<file path="config.mk">
export PLATFORM = sky130hd
export DESIGN_NAME = emg_spike_counter
export DESIGN_NICKNAME = d
export VERILOG_FILES = /design/src/rtl/emg_spike_counter.sv
export SDC_FILE = /design/constraint.sdc
export NUM_CORES = 1
export LEC_CHECK = 0
export ABC_AREA = 0
export CORE_MARGIN = 5
export CORE_UTILIZATION = 25
export CTS_CLUSTER_DIAMETER = 200
export DETAILED_ROUTE_END_ITERATION = 10
export GPL_TIMING_DRIVEN = 0
export SYNTH_ARGS = -nofsm -noshare
export SYNTH_HDL_FRONTEND = slang
export SYNTH_SLANG_ARGS = --single-unit
export TNS_END_PERCENT = 10
</file>
<file path="constraint.sdc">
create_clock -name clk -period 3.9 [get_ports clk]
set_input_delay 1.17 -clock clk [delete_from_list [all_inputs] [get_ports clk]]
set_output_delay 1.17 -clock clk [all_outputs]
set_load 0.05 [all_outputs]
</file>
<file path="src/rtl/emg_spike_counter.sv">
// EMG spike-count producer: counts rising edges on a population of spike lines
// over a programmable window of clk cycles and presents the saturating window total.
module emg_spike_counter #(
  parameter int NUM_NEURONS = 16,
  parameter int CNT_W       = 32,
  parameter int LEN_W       = 16
) (
  input  logic                   clk,
  input  logic                   reset,
  input  logic                   enable,
  input  logic [NUM_NEURONS-1:0] spike_in,
  input  logic [LEN_W-1:0]       window_len,
  output logic [CNT_W-1:0]       i_spike_cnt,
  output logic                   cnt_valid,
  output logic                   cnt_sat
);

  localparam int POP_W = $clog2(NUM_NEURONS + 1);
  localparam int SUM_W = ((CNT_W > POP_W) ? CNT_W : POP_W) + 1;
  localparam logic [SUM_W-1:0] CNT_MAX_W = SUM_W'({CNT_W{1'b1}});

  function automatic logic [POP_W-1:0] popcount(input logic [NUM_NEURONS-1:0] v);
    logic [POP_W-1:0] c;
    c = {POP_W{1'b0}};
    for (int i = 0; i < NUM_NEURONS; i++) begin
      c = c + POP_W'(v[i]);
    end
    return c;
  endfunction

  logic [NUM_NEURONS-1:0] spike_prev_q, spike_prev_d;
  logic [POP_W-1:0]       pop_q, pop_d;
  logic [CNT_W-1:0]       acc_q, acc_d;
  logic                   sat_q, sat_d;
  logic [LEN_W-1:0]       win_cnt_q, win_cnt_d;
  logic [LEN_W-1:0]       len_q, len_d;
  logic [CNT_W-1:0]       cnt_q, cnt_d;
  logic                   valid_q, valid_d;
  logic                   cnt_sat_q, cnt_sat_d;

  logic [NUM_NEURONS-1:0] rise_s;
  logic [SUM_W-1:0]       sum_wide_s;
  logic                   ovf_s;
  logic [CNT_W-1:0]       sum_sat_s;
  logic                   win_end_s;

  // Edge detect, saturating add and window-end decode.
  always_comb begin
    rise_s     = spike_in & ~spike_prev_q;
    sum_wide_s = SUM_W'(acc_q) + SUM_W'(pop_q);
    ovf_s      = (sum_wide_s > CNT_MAX_W);
    sum_sat_s  = ovf_s ? {CNT_W{1'b1}} : sum_wide_s[CNT_W-1:0];
    win_end_s  = enable && (win_cnt_q == (len_q - LEN_W'(1)));
  end

  // Next-state logic for the edge pipeline, window counter and accumulator.
  always_comb begin
    spike_prev_d = spike_in;
    pop_d        = enable ? popcount(rise_s) : {POP_W{1'b0}};
    acc_d        = acc_q;
    sat_d        = sat_q;
    win_cnt_d    = win_cnt_q;
    len_d        = len_q;
    cnt_d        = cnt_q;
    cnt_sat_d    = cnt_sat_q;
    valid_d      = 1'b0;

    if (win_end_s) begin
      win_cnt_d = {LEN_W{1'b0}};
      acc_d     = {CNT_W{1'b0}};
      sat_d     = 1'b0;
      cnt_d     = sum_sat_s;
      cnt_sat_d = sat_q | ovf_s;
      valid_d   = 1'b1;
    end else if (enable) begin
      win_cnt_d = win_cnt_q + LEN_W'(1);
      acc_d     = sum_sat_s;
      sat_d     = sat_q | ovf_s;
    end else begin
      win_cnt_d = win_cnt_q;
      acc_d     = acc_q;
      sat_d     = sat_q;
    end

    // Length is only sampled between windows or while paused, so a running window is never cut short.
    if (win_end_s || !enable) begin
      len_d = (window_len == {LEN_W{1'b0}}) ? LEN_W'(1) : window_len;
    end else begin
      len_d = len_q;
    end
  end

  // State registers with asynchronous active-low reset.
  always_ff @(posedge clk or negedge reset) begin
    if (!reset) begin
      spike_prev_q <= {NUM_NEURONS{1'b0}};
      pop_q        <= {POP_W{1'b0}};
      acc_q        <= {CNT_W{1'b0}};
      sat_q        <= 1'b0;
      win_cnt_q    <= {LEN_W{1'b0}};
      len_q        <= LEN_W'(1);
      cnt_q        <= {CNT_W{1'b0}};
      valid_q      <= 1'b0;
      cnt_sat_q    <= 1'b0;
    end else begin
      spike_prev_q <= spike_prev_d;
      pop_q        <= pop_d;
      acc_q        <= acc_d;
      sat_q        <= sat_d;
      win_cnt_q    <= win_cnt_d;
      len_q        <= len_d;
      cnt_q        <= cnt_d;
      valid_q      <= valid_d;
      cnt_sat_q    <= cnt_sat_d;
    end
  end

  assign i_spike_cnt = cnt_q;
  assign cnt_valid   = valid_q;
  assign cnt_sat     = cnt_sat_q;

endmodule
</file>
==> results of run 1 <==
-- registers in the layout, indices dropped and copies added (netlist names) --
signal / cells
spike_prev_q: 16
len_q: 16
win_cnt_q: 16
i_spike_cnt: 32
cnt_valid: 1
cnt_sat: 1
sat_q: 1
pop_q: 5
acc_q: 32
-- cell usage after synthesis, drive strengths merged (10+ instances only) --
library cell,n
dfrtp,119
nand2,54
nor2,48
mux2,45
a21oi,30
o21ai,30
inv,27
xnor2,26
nand3,25
nor3,23
clkbuf,22
xor2,22
nor2b,18
nor4,18
and3,13
ha,12
fa,11
buf,10
nand2b,10
nand4,10
-- worst max-delay path, delay by kind of cell --
kind                       cells  cell delay, ns
xor gates and xnor gates       1            0.14
buffers and inverters          3            0.17
and+or+nand+nor                2            0.17
adders and majority gates      6            2.54
-- metrics by stage --
stage | instance area (µm²) | std cells | setup slack, ns | utilization (%)
6_report | 8860 | 1179 | -0.0237 | 31.9
5_1_grt | 8860 | 1179 | -0.102 | 31.9
4_1_cts | 8830 | 1178 | -0.110 | 31.8
3_5_place_dp | 8250 | 1146 | -0.880 | 29.7
3_3_place_gp | 8220 | 1145 | -3.40 | 29.6
2_1_floorplan | 7070 | 699 | -0.272 | -
-- final cells by class --
cell class                 instances  area [µm²]  share of cell area, %
clock buffer                      17         425                   4.80
clock inverter                    15         155                   1.75
multi-input combinational        519        3870                   43.6
buffer                            32         150                   1.69
timing repair buffer              70         684                   7.72
sequential                       120        3000                   33.9
tap                              378         473                   5.34
inverter                          28         105                   1.19
-- metal layers --
| layer | routed length, µm | share of wire (%) | GRT usage, % |
|---|---|---|---|
| met1 | 8690 | 45 | 16.1 |
| met2 | 9260 | 48 | 20.8 |
| met3 | 1020 | 5.3 | 3.41 |
| met4 | 339 | 1.8 | 3.93 |
| met5 | 0 | 0 | 0 |
-- kinds of logic (layout without fill, tap and decap cells) --
| family | Yosys count | in the layout | synth area share [%] |
|---|---|---|---|
| AOI/OAI and AO/OA | 138 | 138 | 14.1 |
| DFF | 120 | 120 | 42.7 |
| muxes | 52 | 52 | 8.62 |
| xor gates and xnor gates | 48 | 48 | 5.97 |
| buffers and inverters | 60 | 162 | 3.63 |
| adders and majority gates | 23 | 23 | 5.26 |
| and+or+nand+nor | 258 | 258 | 19.7 |
-- timing repair --
action | 4_1_cts | 5_1_grt
gates resized for setup | 45 | 7
hold buffers | 0 | 0
endpoints found under the setup margin | 5 | 10
setup buffers | 0 | 1
endpoints found under the hold margin | 0 | 0
pin swaps | 12 | 12
-- path summary, 6_finish.rpt --
check / start / endpoint / slack (ns) / cells after the start
hold reg to reg: i_spike_cnt[10] / i_spike_cnt[10] / 0.49 / 1
hold / removal: i_spike_cnt[10] / i_spike_cnt[10] / 0.49 / 1
max in group asynchronous: reset / i_spike_cnt[27] / 2.46 / 2
setup reg to reg: len_q[0] / acc_q[1] / 0.11 / 9
min in group asynchronous: reset / len_q[8] / 0.67 / 1
setup / recovery: spike_in[1] / pop_q[2] / -0.02 / 12
-- power groups by stage --
stage,clock network (mW),logic (mW),registers (mW)
global route,1.66,0.867,1.46
floorplan,0,0.523,1.43
finish,1.57,0.763,1.44
global placement,0,0.707,1.46
CTS,1.59,0.738,1.44
detailed placement,0,0.722,1.46
==> impl_results.rst, run 1 <==
.. list-table::
   :header-rows: 1

   * - Metric
     - Value
   * - Total Neg Setup Slack
     - -0.0453 ns
   * - Library cells used by synthesis
     - 76
   * - Latest clock arrival within the worst-skew pair
     - between 0.4 and 0.5 ns
   * - Overall routing resource usage
     - 12.6%
   * - Average wire per standard cell
     - approximately 16 µm
   * - Hpwl dp
     - 13800 µm
   * - CTS H-Tree Depth
     - 4
   * - Worst Max-Slew Pin Slew
     - 1.10 ns
   * - Top-level I/O count
     - ~70
   * - Relative area change from synthesis to final layout
     - 25.9%
   * - Horiz. Die Dim
     - 178 µm
   * - Violations in the final reports
     - negative setup slack
   * - Filler cell count
     - approximately 2900
   * - Layout Nets
     - 846
   * - Total CTS buffers
     - 17
   * - DRC marker count from the first detailed-route iteration
     - approximately 400
   * - Core area
     - 0.0278 mm²
   * - Area of the mapped netlist
     - 0.00704 mm²
   * - Sw power
     - 1.15 mW
   * - Detailed-router iteration count before antenna repair
     - 5
   * - Wire length after detailed routing
     - 19300 µm
   * - Count of standard-cell rows
     - just over 60
   * - P_int
     - around 2.6 mW
   * - Most common library cell in the layout ignoring fill and taps
     - dfrtp_1
   * - Most area-hungry cell type in the Yosys netlist
     - dfrtp_1
   * - Max-Slew Margin vs Limit
     - a little over a quarter
   * - Clock input transition at the sequential cells of the worst setup and hold paths
     - around 0.060 ns
   * - Maximum root-to-sink buffer count
     - 2
   * - Antenna violations before repair
     - 0
   * - Fraction of final layout cells sized beyond drive strength 1
     - 15.7%
   * - Leakage Power
     - 3.66 nW
   * - Number of vias after detailed routing
     - around 5700
   * - Initial standard-cell utilization of the core
     - between 20% and 30%
   * - Status
     - complete, but fails checks
   * - Height of the chip
     - 178 µm
   * - Full die area
     - between 0.03 and 0.04 mm²
   * - Largest incremental delay on the critical path
     - 0.54 ns
   * - Sequential cell fraction of total power
     - between 30% and 40%
   * - Number of violations of the max-capacitance limit
     - 0
   * - Count of buffers from port buffering
     - about 70
   * - Global-route wire length before repair
     - around 31000 µm
   * - TritonCTS clock tree
     - yes
   * - Pin count of the biggest net entering global routing
     - 76
   * - Sequential fraction of the synthesis area
     - 42.7%
   * - Yosys warnings
     - 0
   * - Remaining design rule violation count
     - 0
   * - Final hold slack
     - between 0.4 and 0.5 ns
   * - Count of antenna diodes in the layout
     - 0
   * - Nets in the synthesized netlist
     - approximately 760
   * - Max Clk Rate
     - 255 MHz
   * - Required time worst endpoint
     - around 4.2 ns
   * - Crit path DAT
     - around 4.2 ns
   * - Maximum vdd drop
     - around 260 µV
   * - RSZ-0062 raised after global routing
     - yes
   * - Final RePlAce weighted congestion
     - 0.910
   * - Worst Path Class, Setup
     - input pin to register
   * - Flip-flop and latch count after synthesis
     - 120
   * - Hold WC Path Type
     - register to register
   * - Clock network power share
     - between 40% and 50%
   * - Number of global-route vias before repair
     - a little under 6000
   * - Switching portion of total power
     - around 30%
   * - Prevailing post-synth register cell
     - dfrtp_1
   * - Synthesized netlist cell count
     - 699
   * - Count of nets left with antenna violations after detail routing
     - 0
   * - Crit path cell chain
     - buf_6 -> nor2b_4 -> fa_1 -> inv_2 -> fa_2 -> fa_2 -> fa_1 -> inv_1 -> ha_2 -> fa_2 -> xnor2_2 -> nor2_1
   * - Crit path max-delay cell type
     - fa_1
   * - Top post-synthesis cells by area
     - dfrtp_1, mux2_2, xnor2_1
   * - Worst Setup Start Kind
     - input pin
   * - CTS Sinks
     - 120
   * - Endpoints failing setup
     - 3
   * - Final critical delay including setup and external delays
     - approximately 4 ns
   * - Final number of max-transition violations
     - 0
   * - Tot Pwr
     - between 3 and 4 mW
   * - Root buffer cell
     - clkbuf_16
   * - Number of flops mapped to enable cells by yosys
     - 0
   * - Post-Synthesis Mean Instance Area
     - slightly above 10 µm²
   * - Library cell appearing most often on the critical path
     - fa_2
   * - Leading cell types in the layout, fill and taps excluded
     - dfrtp_1, clkdlybuf4s50_1, nand2_1, nor2_1, a21oi_1
   * - Pwr dens
     - approximately 430 mW/mm²
   * - Final setup slack of the worst path
     - -0.0237 ns
   * - Per-cell via count in the routed design
     - between 4 and 5
   * - Async SR Flop Fraction
     - between 90% and 100%
   * - Grt total ovfl
     - 0
   * - Critical path fanouts, max
     - 2
   * - Portion of the clock cycle consumed by the worst path in the final layout
     - 101%
   * - Part of the total power dissipated in combinational logic
     - 20.2%
   * - Critical path endpoint category
     - register
   * - Synth top area share
     - 42.3%
   * - Final Skew
     - about 0.0093 ns
   * - Hold violation total from the final report
     - 0
Note: power is estimated with default switching activity, not from simulation.
==> inputs of run 2 (changes only) <==
--- a/config.mk
+++ b/config.mk
@@ -6,6 +6,7 @@
 export NUM_CORES = 1
 export LEC_CHECK = 0
 export ABC_AREA = 0
+export ABC_CLOCK_PERIOD_IN_PS = 3900
 export CORE_MARGIN = 5
 export CORE_UTILIZATION = 25
 export CTS_CLUSTER_DIAMETER = 200
==> results of run 2 <==
Same layout as run 1: the final DEF is identical, and so are final timing and power.
==> inputs of run 3 (changes only) <==
--- a/config.mk
+++ b/config.mk
@@ -6,12 +6,13 @@
 export NUM_CORES = 1
 export LEC_CHECK = 0
 export ABC_AREA = 0
-export ABC_CLOCK_PERIOD_IN_PS = 3900
+export ABC_CLOCK_PERIOD_IN_PS = 3500
 export CORE_MARGIN = 5
 export CORE_UTILIZATION = 25
 export CTS_CLUSTER_DIAMETER = 200
 export DETAILED_ROUTE_END_ITERATION = 10
 export GPL_TIMING_DRIVEN = 0
+export REMOVE_ABC_BUFFERS = 1
 export SYNTH_ARGS = -nofsm -noshare
 export SYNTH_HDL_FRONTEND = slang
 export SYNTH_SLANG_ARGS = --single-unit
==> constraint.sdc (replaced) <==
create_clock -name clk -period 3.5 [get_ports clk]
set_input_delay 1.05 -clock clk [delete_from_list [all_inputs] [get_ports clk]]
set_output_delay 1.05 -clock clk [all_outputs]
set_load 0.05 [all_outputs]
==> run 3 against run 2 <==
- the run still ends with negative setup slack left
- combinational power up 8.8%
- highest routed layer unchanged
- critical path depth stayed put
- worst hold slack better by 0.0020 ns
- power rose by 13%
- sequential share of layout area is 0.20 points lower
==> impl_results.rst, run 3 (same netlist as run 1, synthesis figures left out) <==
.. list-table::
   :header-rows: 1

   * - Metric
     - Value
   * - Endpoint of the most critical register-to-register path
     - pop_q[2]
   * - Worst reg-to-reg path cell count
     - 10 (+1)
   * - Layout Nets
     - 823 (-2.7%)
   * - Leakage Power
     - 3.67 nW (+0.24%)
   * - Post-route insts no fill
     - 1156 (-2.0%)
   * - Final Skew
     - 0.0104 ns (+0.00107 ns)
   * - Hold Crit Start
     - i_spike_cnt[8]
   * - Leading cell types in the layout, fill and taps excluded
     - dfrtp_1, clkdlybuf4s50_1, nand2_1, nor2_1, a21oi_1
   * - Final number of max-transition violations
     - 0 (unchanged)
   * - # placed instances
     - 1120 (-2.3%)
   * - Full die area
     - 0.0316 mm² (unchanged)
   * - Number of vias after detailed routing
     - 5544 (-3.5%)
   * - Crit path max-delay cell type
     - fa_2
   * - Overall routing resource usage
     - 11.7% (-0.92 points)
   * - Count of standard-cell rows
     - 61 (unchanged)
   * - Crit path DAT
     - 4.11 ns (-0.10 ns)
   * - Final RePlAce weighted congestion
     - 0.836 (-8.1%)
   * - DRC marker count from the first detailed-route iteration
     - 374 (-4.8%)
   * - Final critical delay including setup and external delays
     - approximately 3.8 ns
   * - Largest incremental delay on the critical path
     - 0.54 ns (about the same)
   * - Status
     - complete, but fails checks
   * - Portion of the clock cycle consumed by the worst path in the final layout
     - 109%
   * - Sink of the worst hold path
     - i_spike_cnt[8]
   * - Latest clock arrival within the worst-skew pair
     - 0.42 ns (about the same)
   * - Required time worst endpoint
     - 3.78 ns (-0.40 ns)
   * - Hold violation total from the final report
     - 0 (unchanged)
   * - Filler cell count
     - 2862 (-0.56%)
   * - Fraction of final layout cells sized beyond drive strength 1
     - 17.7% (+2.0 points)
   * - Grt total ovfl
     - 0 (unchanged)
   * - Worst path top cell family by delay
     - adder cells
   * - Detailed-router iteration count before antenna repair
     - 4 (-1)
   * - Initial standard-cell utilization of the core
     - 25.3% (unchanged)
   * - Count of antenna diodes in the layout
     - 0 (unchanged)
   * - Most common library cell in the layout ignoring fill and taps
     - dfrtp_1
   * - Wire length after detailed routing
     - 17800 µm (-7.9%)
   * - Total placed instance area
     - 0.00818 mm² (-0.88%)
   * - Number of violations of the max-capacitance limit
     - 0 (unchanged)
   * - Per-cell via count in the routed design
     - 4.80 (-1.5%)
   * - Max Clk Rate
     - roughly 260 MHz
   * - Final setup slack of the worst path
     - -0.330 ns (-0.307 ns)
   * - Antenna violations before repair
     - 0 (unchanged)
   * - Pin count of the biggest net entering global routing
     - 62 (-18%)
   * - Count of buffers from port buffering
     - 68 (unchanged)
   * - Horiz. Die Dim
     - 178 µm (unchanged)
   * - Hpwl dp
     - 12600 µm (-8.7%)
   * - TritonCTS clock tree
     - yes
   * - Critical R2R Launch
     - spike_prev_q[9]
   * - CTS Sinks
     - 120 (unchanged)
   * - Register-to-register setup slack
     - -0.03 ns (-0.14 ns)
   * - Worst Max-Slew Pin Slew
     - 1.06 ns (-0.0413 ns)
   * - Crit path cell chain
     - buf_6 -> nor2b_4 -> fa_1 -> fa_1 -> inv_2 -> fa_2 -> fa_2 -> inv_2 -> ha_4 -> fa_2 -> xnor2_2 -> nor2_1
   * - Number of buffers and inverters on the critical path
     - 3 (unchanged)
   * - Clock input transition at the sequential cells of the worst setup and hold paths
     - 0.06 ns (about the same)
   * - Setup crit start
     - spike_in[11]
   * - Worst Path Class, Setup
     - input pin to register
   * - Worst hold stages
     - 1 (unchanged)
   * - Total Neg Setup Slack
     - -1.19 ns (-1.15 ns)
   * - Relative area change from synthesis to final layout
     - 26.8%
   * - Total CTS buffers
     - 17 (unchanged)
   * - Height of the chip
     - 178 µm (unchanged)
   * - Pwr dens
     - 478 mW/mm² (+12%)
   * - Root buffer cell
     - clkbuf_16
   * - CTS H-Tree Depth
     - 4 (unchanged)
   * - Endpoints failing setup
     - 4 (+1)
   * - Global-route wire length before repair
     - 29700 µm (-4.7%)
   * - Library cell appearing most often on the critical path
     - fa_2
   * - Remaining design rule violation count
     - 0 (unchanged)
   * - Max-Slew Margin vs Limit
     - 29.4% (+2.8 points)
   * - Maximum vdd drop
     - 350 µV (+35%)
   * - Worst setup timing slack at the placement stage
     - -1.37 ns (-0.491 ns)
   * - Count of nets left with antenna violations after detail routing
     - 0 (unchanged)
   * - Tot Pwr
     - 4.27 mW (+13%)
   * - Top-level I/O count
     - 69 (unchanged)
   * - Number of global-route vias before repair
     - 5666 (-2.5%)
   * - Sequential cell area
     - 0.00301 mm² (about the same)
   * - Violations in the final reports
     - negative setup slack
   * - Core area
     - 0.0278 mm² (unchanged)
   * - Area of the multi-input gates
     - 0.00394 mm² (+1.7%)
   * - Critical path fanouts, max
     - 2 (unchanged)
   * - RSZ-0062 raised after global routing
     - yes
   * - Hold WC Path Type
     - register to register
   * - Post-layout instance area
     - 0.00892 mm² (+0.68%)
   * - Worst Setup Start Kind
     - input pin
   * - Maximum root-to-sink buffer count
     - 2 (unchanged)
   * - Average wire per standard cell
     - 15.4 µm (-6.0%)
   * - Critical path endpoint category
     - register
run 3: repair_timing:
item                                    CTS  global route
hold buffers                              0             0
pin swaps                                18             4
resized for setup                        69            10
endpoints found under the setup margin   70            46
buffers inserted                          4             0
run 3: how the worst max path moves through the flow:
stage,to,slack [ns],cells past startpoint
3_3_place_gp,i_spike_cnt[19],-6.26,4
2_1_floorplan,i_spike_cnt[0],-1.68,8
6_report,pop_q[2],-0.33,12
3_5_place_dp,pop_q[2],-1.37,12
5_1_grt,pop_q[2],-0.42,12
4_1_cts,pop_q[2],-0.34,12
run 3: per-layer routing:
layer  GRT usage, %  share of wire, %  vias to the layer above
met5              0                 0                        -
met4           4.58               2.2                        0
met3           3.11               4.7                       26
met2           18.5                47                      110
met1           15.2                46                     2725
li1               -                 -                     2683
run 3: final cells by class:
cell class / instances / area share [%]
inverter: 28 / 1.19
clock inverter: 14 / 1.98
sequential: 120 / 33.7
multi-input combinational: 519 / 44.1
clock buffer: 18 / 4.92
tap: 378 / 5.30
timing repair buffer: 79 / 8.83
run 3: stage by stage:
stage | utilization, % | hold WS (ns)
6_report | 32.1 | 0.488
5_1_grt | 32.1 | 0.507
4_1_cts | 32.1 | 0.492
3_5_place_dp | 29.4 | 0.475
3_3_place_gp | 28.9 | 0.469
2_1_floorplan | - | 0.459
run 3: where the power goes:
| group | switching, mW | total (mW) | internal [mW] |
|---|---|---|---|
| Combinational | 0.447 | 0.830 | 0.383 |
| Clock | 0.680 | 1.82 | 1.14 |
| Sequential | 0.122 | 1.62 | 1.50 |
| Total | 1.25 | 4.27 | 3.02 |
